### src/rtl/breakout_pkg.sv
// rtl/breakout_pkg.sv - shared breakout grid geometry and scanner state encoding
// Purpose : constants describing the brick grid and ball size, reused by the
//           collision scanner, renderer and ball controller; scanner FSM enum.
// Ports   : none (package)
package breakout_pkg;

    localparam int ROWS       = 5;
    localparam int COLS       = 12;
    localparam int LEFT_X     = 250;
    localparam int TOP_Y      = 35;
    localparam int BRICK_W    = 45;
    localparam int BRICK_H    = 25;
    localparam int BALL_R     = 5;
    localparam int NUM_BRICKS = ROWS * COLS;

    typedef enum logic [1:0] {
        IDLE   = 2'd0,
        SCAN   = 2'd1,
        REPORT = 2'd2
    } scan_state_t;

endpackage

### src/rtl/brick_hit_scanner_if.sv
// rtl/brick_hit_scanner_if.sv - control, result and renderer lookup bundle of the brick scanner
// Purpose : groups the tick handshake, ball position, scan results and the
//           renderer alive lookup.
// Ports   : master = game controller / renderer side, slave = scanner side.
interface brick_hit_scanner_if;

    logic       start;
    logic       refill;
    logic [9:0] ball_x;
    logic [9:0] ball_y;
    logic       busy;
    logic       done;
    logic       hit;
    logic       flip_x;
    logic       flip_y;
    logic [2:0] hit_row;
    logic [3:0] hit_col;
    logic [5:0] bricks_left;
    logic       all_clear;
    logic [2:0] rd_row;
    logic [3:0] rd_col;
    logic       rd_alive;

    modport master (
        output start, refill, ball_x, ball_y, rd_row, rd_col,
        input  busy, done, hit, flip_x, flip_y, hit_row, hit_col,
               bricks_left, all_clear, rd_alive
    );

    modport slave (
        input  start, refill, ball_x, ball_y, rd_row, rd_col,
        output busy, done, hit, flip_x, flip_y, hit_row, hit_col,
               bricks_left, all_clear, rd_alive
    );

endinterface

### src/rtl/box_overlap.sv
// rtl/box_overlap.sv - combinational inclusive 2-D box intersection test
// Purpose : reports whether two axis-aligned boxes share at least one pixel;
//           all bounds inclusive, operands signed so boxes may extend left of 0.
// Ports   : a_*  box A bounds (lo/hi per axis)
//           b_*  box B bounds (lo/hi per axis)
//           overlap  1 when the boxes intersect
module box_overlap #(
    parameter int WIDTH = 11
) (
    input  logic signed [WIDTH-1:0] a_x_lo,
    input  logic signed [WIDTH-1:0] a_x_hi,
    input  logic signed [WIDTH-1:0] a_y_lo,
    input  logic signed [WIDTH-1:0] a_y_hi,
    input  logic signed [WIDTH-1:0] b_x_lo,
    input  logic signed [WIDTH-1:0] b_x_hi,
    input  logic signed [WIDTH-1:0] b_y_lo,
    input  logic signed [WIDTH-1:0] b_y_hi,
    output logic                    overlap
);

    assign overlap = (b_x_lo <= a_x_hi) && (a_x_lo <= b_x_hi) &&
                     (b_y_lo <= a_y_hi) && (a_y_lo <= b_y_hi);

endmodule

### src/rtl/brick_hit_scanner.sv
// rtl/brick_hit_scanner.sv - sequential ball-vs-brick collision scanner and brick alive store
// Purpose : after each game tick, walks the 5x12 grid one brick per clock,
//           destroys the first live brick touched by the ball box and reports
//           it once with the bounce axis; holds the alive bits for rendering.
// Ports   : clk, rst (async, active-high)
//           bus.slave : start/refill/ball_x/ball_y in; busy/done/hit/flip_x/
//                       flip_y/hit_row/hit_col/bricks_left/all_clear out;
//                       rd_row/rd_col in, rd_alive out (combinational)
module brick_hit_scanner
    import breakout_pkg::*;
(
    input  logic              clk,
    input  logic              rst,
    brick_hit_scanner_if.slave bus
);

    localparam logic signed [10:0] LEFT_S  = 11'(LEFT_X);
    localparam logic signed [10:0] TOP_S   = 11'(TOP_Y);
    localparam logic signed [10:0] W_S     = 11'(BRICK_W);
    localparam logic signed [10:0] H_S     = 11'(BRICK_H);
    localparam logic signed [10:0] W_M1_S  = 11'(BRICK_W - 1);
    localparam logic signed [10:0] H_M1_S  = 11'(BRICK_H - 1);
    localparam logic signed [10:0] R_S     = 11'(BALL_R);
    localparam logic [5:0]         FULL    = 6'(NUM_BRICKS);

    scan_state_t state, state_next;

    logic [NUM_BRICKS-1:0] alive;
    logic [5:0]            idx;
    logic [2:0]            row;
    logic [3:0]            col;
    logic signed [10:0]    cap_x, cap_y;
    logic signed [10:0]    bx, by;
    logic signed [10:0]    bx_hi, by_hi;
    logic                  overlap, qualify, last_brick, x_inside;
    logic [5:0]            bricks_left;
    logic                  all_clear_q;
    logic                  hit_q, flip_x_q, flip_y_q;
    logic [2:0]            hit_row_q;
    logic [3:0]            hit_col_q;
    logic                  rd_in_range;
    logic [5:0]            rd_idx;

    assign bx_hi = bx + W_M1_S;
    assign by_hi = by + H_M1_S;

    // Ball inputs are widened to 11-bit signed so x-R / y-R stay correct near 0.
    box_overlap #(.WIDTH(11)) u_overlap (
        .a_x_lo (cap_x - R_S),
        .a_x_hi (cap_x + R_S),
        .a_y_lo (cap_y - R_S),
        .a_y_hi (cap_y + R_S),
        .b_x_lo (bx),
        .b_x_hi (bx_hi),
        .b_y_lo (by),
        .b_y_hi (by_hi),
        .overlap(overlap)
    );

    assign qualify    = (state == SCAN) && alive[idx] && overlap;
    assign last_brick = (idx == 6'(NUM_BRICKS - 1));
    // Ball centre within the brick's column span means it struck a top/bottom face.
    assign x_inside   = (cap_x >= bx) && (cap_x <= bx_hi);

    always_ff @(posedge clk or posedge rst) begin
        if (rst) begin
            state <= IDLE;
        end else begin
            state <= state_next;
        end
    end

    always_comb begin
        state_next = state;
        case (state)
            IDLE:    if (bus.start) state_next = SCAN;
            SCAN:    if (qualify || last_brick) state_next = REPORT;
            REPORT:  state_next = IDLE;
            default: state_next = IDLE;
        endcase
        if (bus.refill) state_next = IDLE;
    end

    always_ff @(posedge clk or posedge rst) begin
        if (rst) begin
            alive       <= '1;
            bricks_left <= FULL;
            idx         <= '0;
            row         <= '0;
            col         <= '0;
            cap_x       <= '0;
            cap_y       <= '0;
            bx          <= LEFT_S;
            by          <= TOP_S;
            hit_q       <= 1'b0;
            flip_x_q    <= 1'b0;
            flip_y_q    <= 1'b0;
            hit_row_q   <= '0;
            hit_col_q   <= '0;
        end else if (bus.refill) begin
            alive       <= '1;
            bricks_left <= FULL;
        end else begin
            case (state)
                IDLE: begin
                    if (bus.start) begin
                        cap_x     <= $signed({1'b0, bus.ball_x});
                        cap_y     <= $signed({1'b0, bus.ball_y});
                        idx       <= '0;
                        row       <= '0;
                        col       <= '0;
                        bx        <= LEFT_S;
                        by        <= TOP_S;
                        hit_q     <= 1'b0;
                        flip_x_q  <= 1'b0;
                        flip_y_q  <= 1'b0;
                        hit_row_q <= '0;
                        hit_col_q <= '0;
                    end
                end
                SCAN: begin
                    if (qualify) begin
                        alive[idx] <= 1'b0;
                        if (bricks_left != '0) bricks_left <= bricks_left - 6'd1;
                        hit_q     <= 1'b1;
                        hit_row_q <= row;
                        hit_col_q <= col;
                        flip_y_q  <= x_inside;
                        flip_x_q  <= !x_inside;
                    end else if (!last_brick) begin
                        // Running edge accumulators replace row*H / col*W products.
                        idx <= idx + 6'd1;
                        if (col == 4'(COLS - 1)) begin
                            col <= '0;
                            bx  <= LEFT_S;
                            row <= row + 3'd1;
                            by  <= by + H_S;
                        end else begin
                            col <= col + 4'd1;
                            bx  <= bx + W_S;
                        end
                    end
                end
                default: ;
            endcase
        end
    end

    always_ff @(posedge clk or posedge rst) begin
        if (rst) begin
            all_clear_q <= 1'b0;
        end else begin
            all_clear_q <= (bricks_left == '0);
        end
    end

    // rd_row*12 + rd_col as shift-add: row*8 + row*4 + col.
    assign rd_in_range = (bus.rd_row < 3'(ROWS)) && (bus.rd_col < 4'(COLS));
    assign rd_idx      = {bus.rd_row, 3'b000} + {1'b0, bus.rd_row, 2'b00} + {2'b00, bus.rd_col};
    assign bus.rd_alive = rd_in_range ? alive[rd_idx] : 1'b0;

    assign bus.busy        = (state == SCAN);
    assign bus.done        = (state == REPORT);
    assign bus.hit         = hit_q;
    assign bus.flip_x      = flip_x_q;
    assign bus.flip_y      = flip_y_q;
    assign bus.hit_row     = hit_row_q;
    assign bus.hit_col     = hit_col_q;
    assign bus.bricks_left = bricks_left;
    assign bus.all_clear   = all_clear_q;

endmodule

### src/flat_wrapper.sv
// flat-port wrapper written by rule: the top's interface ports become plain ports
module brick_hit_scanner_flat import breakout_pkg::*;
  (clk, rst, bus_start, bus_refill, bus_ball_x, bus_ball_y, bus_rd_row, bus_rd_col, bus_busy, bus_done, bus_hit, bus_flip_x, bus_flip_y, bus_hit_row, bus_hit_col, bus_bricks_left, bus_all_clear, bus_rd_alive);
  brick_hit_scanner_if bus_i ();
  input  logic clk;
  input  logic rst;
  input wire logic [$bits(bus_i.start)-1:0] bus_start;
  input wire logic [$bits(bus_i.refill)-1:0] bus_refill;
  input wire logic [$bits(bus_i.ball_x)-1:0] bus_ball_x;
  input wire logic [$bits(bus_i.ball_y)-1:0] bus_ball_y;
  input wire logic [$bits(bus_i.rd_row)-1:0] bus_rd_row;
  input wire logic [$bits(bus_i.rd_col)-1:0] bus_rd_col;
  output wire logic [$bits(bus_i.busy)-1:0] bus_busy;
  output wire logic [$bits(bus_i.done)-1:0] bus_done;
  output wire logic [$bits(bus_i.hit)-1:0] bus_hit;
  output wire logic [$bits(bus_i.flip_x)-1:0] bus_flip_x;
  output wire logic [$bits(bus_i.flip_y)-1:0] bus_flip_y;
  output wire logic [$bits(bus_i.hit_row)-1:0] bus_hit_row;
  output wire logic [$bits(bus_i.hit_col)-1:0] bus_hit_col;
  output wire logic [$bits(bus_i.bricks_left)-1:0] bus_bricks_left;
  output wire logic [$bits(bus_i.all_clear)-1:0] bus_all_clear;
  output wire logic [$bits(bus_i.rd_alive)-1:0] bus_rd_alive;
  assign bus_i.start = bus_start;
  assign bus_i.refill = bus_refill;
  assign bus_i.ball_x = bus_ball_x;
  assign bus_i.ball_y = bus_ball_y;
  assign bus_i.rd_row = bus_rd_row;
  assign bus_i.rd_col = bus_rd_col;
  assign bus_busy = bus_i.busy;
  assign bus_done = bus_i.done;
  assign bus_hit = bus_i.hit;
  assign bus_flip_x = bus_i.flip_x;
  assign bus_flip_y = bus_i.flip_y;
  assign bus_hit_row = bus_i.hit_row;
  assign bus_hit_col = bus_i.hit_col;
  assign bus_bricks_left = bus_i.bricks_left;
  assign bus_all_clear = bus_i.all_clear;
  assign bus_rd_alive = bus_i.rd_alive;
  brick_hit_scanner u_core (.clk(clk), .rst(rst), .bus(bus_i));
endmodule
### config.mk
export PLATFORM = sky130hd
export DESIGN_NAME = brick_hit_scanner_flat
export DESIGN_NICKNAME = d
export VERILOG_FILES = /design/src/rtl/breakout_pkg.sv /design/src/rtl/brick_hit_scanner_if.sv /design/src/rtl/box_overlap.sv /design/src/rtl/brick_hit_scanner.sv /design/src/flat_wrapper.sv
export SDC_FILE = /design/constraint.sdc
export NUM_CORES = 1
export LEC_CHECK = 0
export CORE_MARGIN = 10
export CORE_UTILIZATION = 60
export DETAILED_ROUTE_END_ITERATION = 6
export PLACE_DENSITY = 0.77
export SYNTH_ARGS = -nofsm -noshare
export SYNTH_HDL_FRONTEND = slang
export SYNTH_HIERARCHICAL = 1
export SYNTH_SLANG_ARGS = --single-unit
### constraint.sdc
create_clock -name clk -period 8.4 [get_ports clk]
set_input_delay 1.26 -clock clk [delete_from_list [all_inputs] [get_ports clk]]
set_output_delay 1.26 -clock clk [all_outputs]
set_load 0.01 [all_outputs]
==> impl_metrics.json <==
{
  "nets": 1161,
  "placed_area_um2": 10000,
  "critPathTopFamily": "adder cells",
  "async_flop_share_pct": 100,
  "path_buf_inv": 2,
  "fillers": 1224,
  "netlist.area_leader.share_pct": 20.4,
  "routed_wl_um": 22600,
  "first_iter_violations": 615,
  "path_max_fanout": 5,
  "max_slew.worst_pin.slew_ps": 1040,
  "diodes": 0,
  "vdd_ir_drop_max_mv": 0.224,
  "post_cts_buffers": 0,
  "post-place-ws_ps": 2700,
  "min_to": "u_core/bus.hit",
  "synth_nets": 1141,
  "fin_cells": 1271,
  "cts_root_buffer": "clkbuf_16",
  "cts_resized": 0,
  "status": "finished clean",
  "std_cell_rows": 45,
  "setup_viol": 0,
  "grt_use_met3_pct": 5.09,
  "max_stage_delay_ps": 610,
  "clk_latency_ps": 430,
  "path_cells": "clkdlybuf4s50_1, fa_1, ha_1, fa_1, mux2i_1, o21ai_0, mux2i_1, a211oi_1, clkdlybuf4s50_1",
  "grt_util_met1_pct": 29.8,
  "vias": 7705,
  "antenna_found_initial": 0,
  "postRouteAntennaNets": 0,
  "routed_via_density": 6.06,
  "fin_area_um2": 10600,
  "cts_tree": "built",
  "area_delta_synth_final_pct": 12.5,
  "grt_start_max_net_pins": 83,
  "cts_buffer_depth": 2,
  "core-area_um2": 15300,
  "cts.sinks": 134,
  "grt_pass1_wl_um": 38100,
  "portBuffers": 50,
  "syn_avg_cell_area_um2": 9.18,
  "ys_warn_count": 6,
  "dr.pass1.iters": 5,
  "hpwl_um": 16000,
  "die_x_um": 145,
  "wl_per_cell_um": 17.8,
  "die_y_um": 145,
  "period_share_pct": 67.4,
  "min_path_cells": 1,
  "finalMaxSlewViolations": 0,
  "syn_inst": 1027,
  "fin_ws_ps": 2740,
  "finalSetupTns_ps": 0,
  "seq_area_frac_synth_pct": 36.6,
  "dpl.cell_count": 1239,
  "routabilityCongestion": 0.910,
  "cts-htree-levels": 4,
  "fin_crit_ps": 5660,
  "synth_cell_types": 70,
  "end_kind": "output pin",
  "holdBufCountCts": 0,
  "maxCapViolations": 0,
  "synthTopCellsByArea": "dfstp_2 20%, dfrtp_1 16%, ha_1 11%",
  "skew_ps": 9.24,
  "rsz0062_at_grt": "false",
  "p_per_area_nw_per_um2": 343,
  "p_leak_nw": 4.52,
  "clk_transition_reported_paths_ps": 60,
  "min_from": "u_core/bus.hit",
  "reg2reg_from": "u_core/cap_y[0]",
  "yosys.area.top_type": "dfstp_2",
  "synth_most_common_cell": "nand2_1",
  "slew_headroom_pct": 29.9,
  "max_freq_ghz": 0.177,
  "hold_class": "reg -> reg",
  "layout-drive-gt1-share_pct": 14.6,
  "grt_usage_pct": 21.6,
  "die-area_um2": 21100,
  "synthFlopType": "dfstp_2",
  "numCtsBuffers": 17,
  "hold_viol": 0,
  "overflow": 0,
  "r2r_end": "u_core/alive[31]",
  "rr_worst_depth": 18,
  "crit_required_ps": 7140,
  "synth-seq-cells": 134,
  "initial_core_util_pct": 61.5,
  "syn_area_um2": 9420,
  "grt.busiest_layer": "met2",
  "worst-endpoint-arrival_ps": 4400,
  "grt_pass1_vias": 7475,
  "crit_type": "in -> out",
  "grtUsageMet2_pct": 33.1,
  "r2r_setup_slack_ps": 3150,
  "synth_enable_flop_cells": 0,
  "ios": 51,
  "worst_path_max_delay_cell": "fa_1",
  "drc": 0,
  "worstSetupStartpointType": "input port",
  "yosys-top-cells-count": "130 x nand2_1, 87 x inv_1, 81 x ha_1, 81 x nor2_1, 73 x dfstp_2"
}
## logic make-up (layout without fill, tap and decap cells)
kind of cell	count (synthesis)	after routing	share of synthesized area, %
XOR/XNOR	54	54	5.02
AO/OA/AOI/OAI	229	229	16.2
adder cells (fa/ha/maj)	83	83	11.2
flip-flops	134	134	36.6
multiplexers	48	48	8.42
buffers and inverters	143	176	6.03
AND/OR/NAND/NOR	336	336	16.6
## per-layer routing
layer | up-vias | share of wire [%]
met5 | - | 0
met4 | 0 | 1.6
met3 | 27 | 6.0
met2 | 243 | 47
met1 | 3762 | 45
li1 | 3673 | -
## registers in the layout, indices dropped and copies added, names as in the netlist, 6 cells and up
signal,count
u_core/alive,60
u_core/bx,11
u_core/by,11
u_core/cap_x,10
u_core/cap_y,10
u_core/bus.bricks_left,6
u_core/idx,6
## worst max-delay path by stage
stage | depth (start not counted) | from | slack (ps) | to
after floorplan | 6 | bus_rd_col[0] | 3660 | bus_rd_alive
after global placement | 7 | bus_rd_col[0] | 2740 | bus_rd_alive
final | 9 | bus_rd_row[0] | 2740 | bus_rd_alive
after detailed placement | 7 | bus_rd_col[0] | 2700 | bus_rd_alive
after CTS | 7 | bus_rd_col[0] | 2710 | bus_rd_alive
after global routing | 7 | bus_rd_col[0] | 2580 | bus_rd_alive
## placed cells by master, fill, tap and decap left out, types with 11 or more instances in the layout
master             n
a21o_1            13
a21oi_1           62
clkbuf_16         18
clkdlybuf4s50_1   49
dfrtp_1           61
dfstp_2           73
ha_1              81
inv_1             86
mux2i_1           17
mux4_2            24
nand2_1          130
nand2b_1          13
nand3_1           21
nand4_1           14
nor2_1            81
nor2b_1           11
nor3_1            23
o211ai_1          14
o21ai_0           52
o22a_1            28
xnor2_1           37
xor2_1            17
## where the power goes
group | internal, mW | switching, mW | total (mW)
clock | 0.470 | 0.291 | 0.761
combinational | 0.798 | 1.08 | 1.88
sequential | 0.786 | 0.215 | 1.00
total | 2.05 | 1.58 | 3.64
## per-stage QoR
| stage | hold WS, ps | power, mW | util (%) |
|---|---|---|---|
| 2_1_floorplan | 469 | 2.40 | - |
| 3_3_place_gp | 462 | 2.79 | 65.3 |
| 3_5_place_dp | 470 | 2.83 | 65.3 |
| 4_1_cts | 483 | 3.64 | 69.2 |
| 5_1_grt | 509 | 3.96 | 69.2 |
| 6_report | 477 | 3.64 | 69.2 |
## final cells by class
cell class	instances	area (um2)	area share, %
inverter	87	332	3.13
clock buffer	21	482	4.54
clock inverter	11	119	1.12
timing repair buffer	57	548	5.17
multi-input combinational	750	5420	51.1
sequential	134	3440	32.5
tap	211	264	2.49
Power figures use the tool's default switching activity.
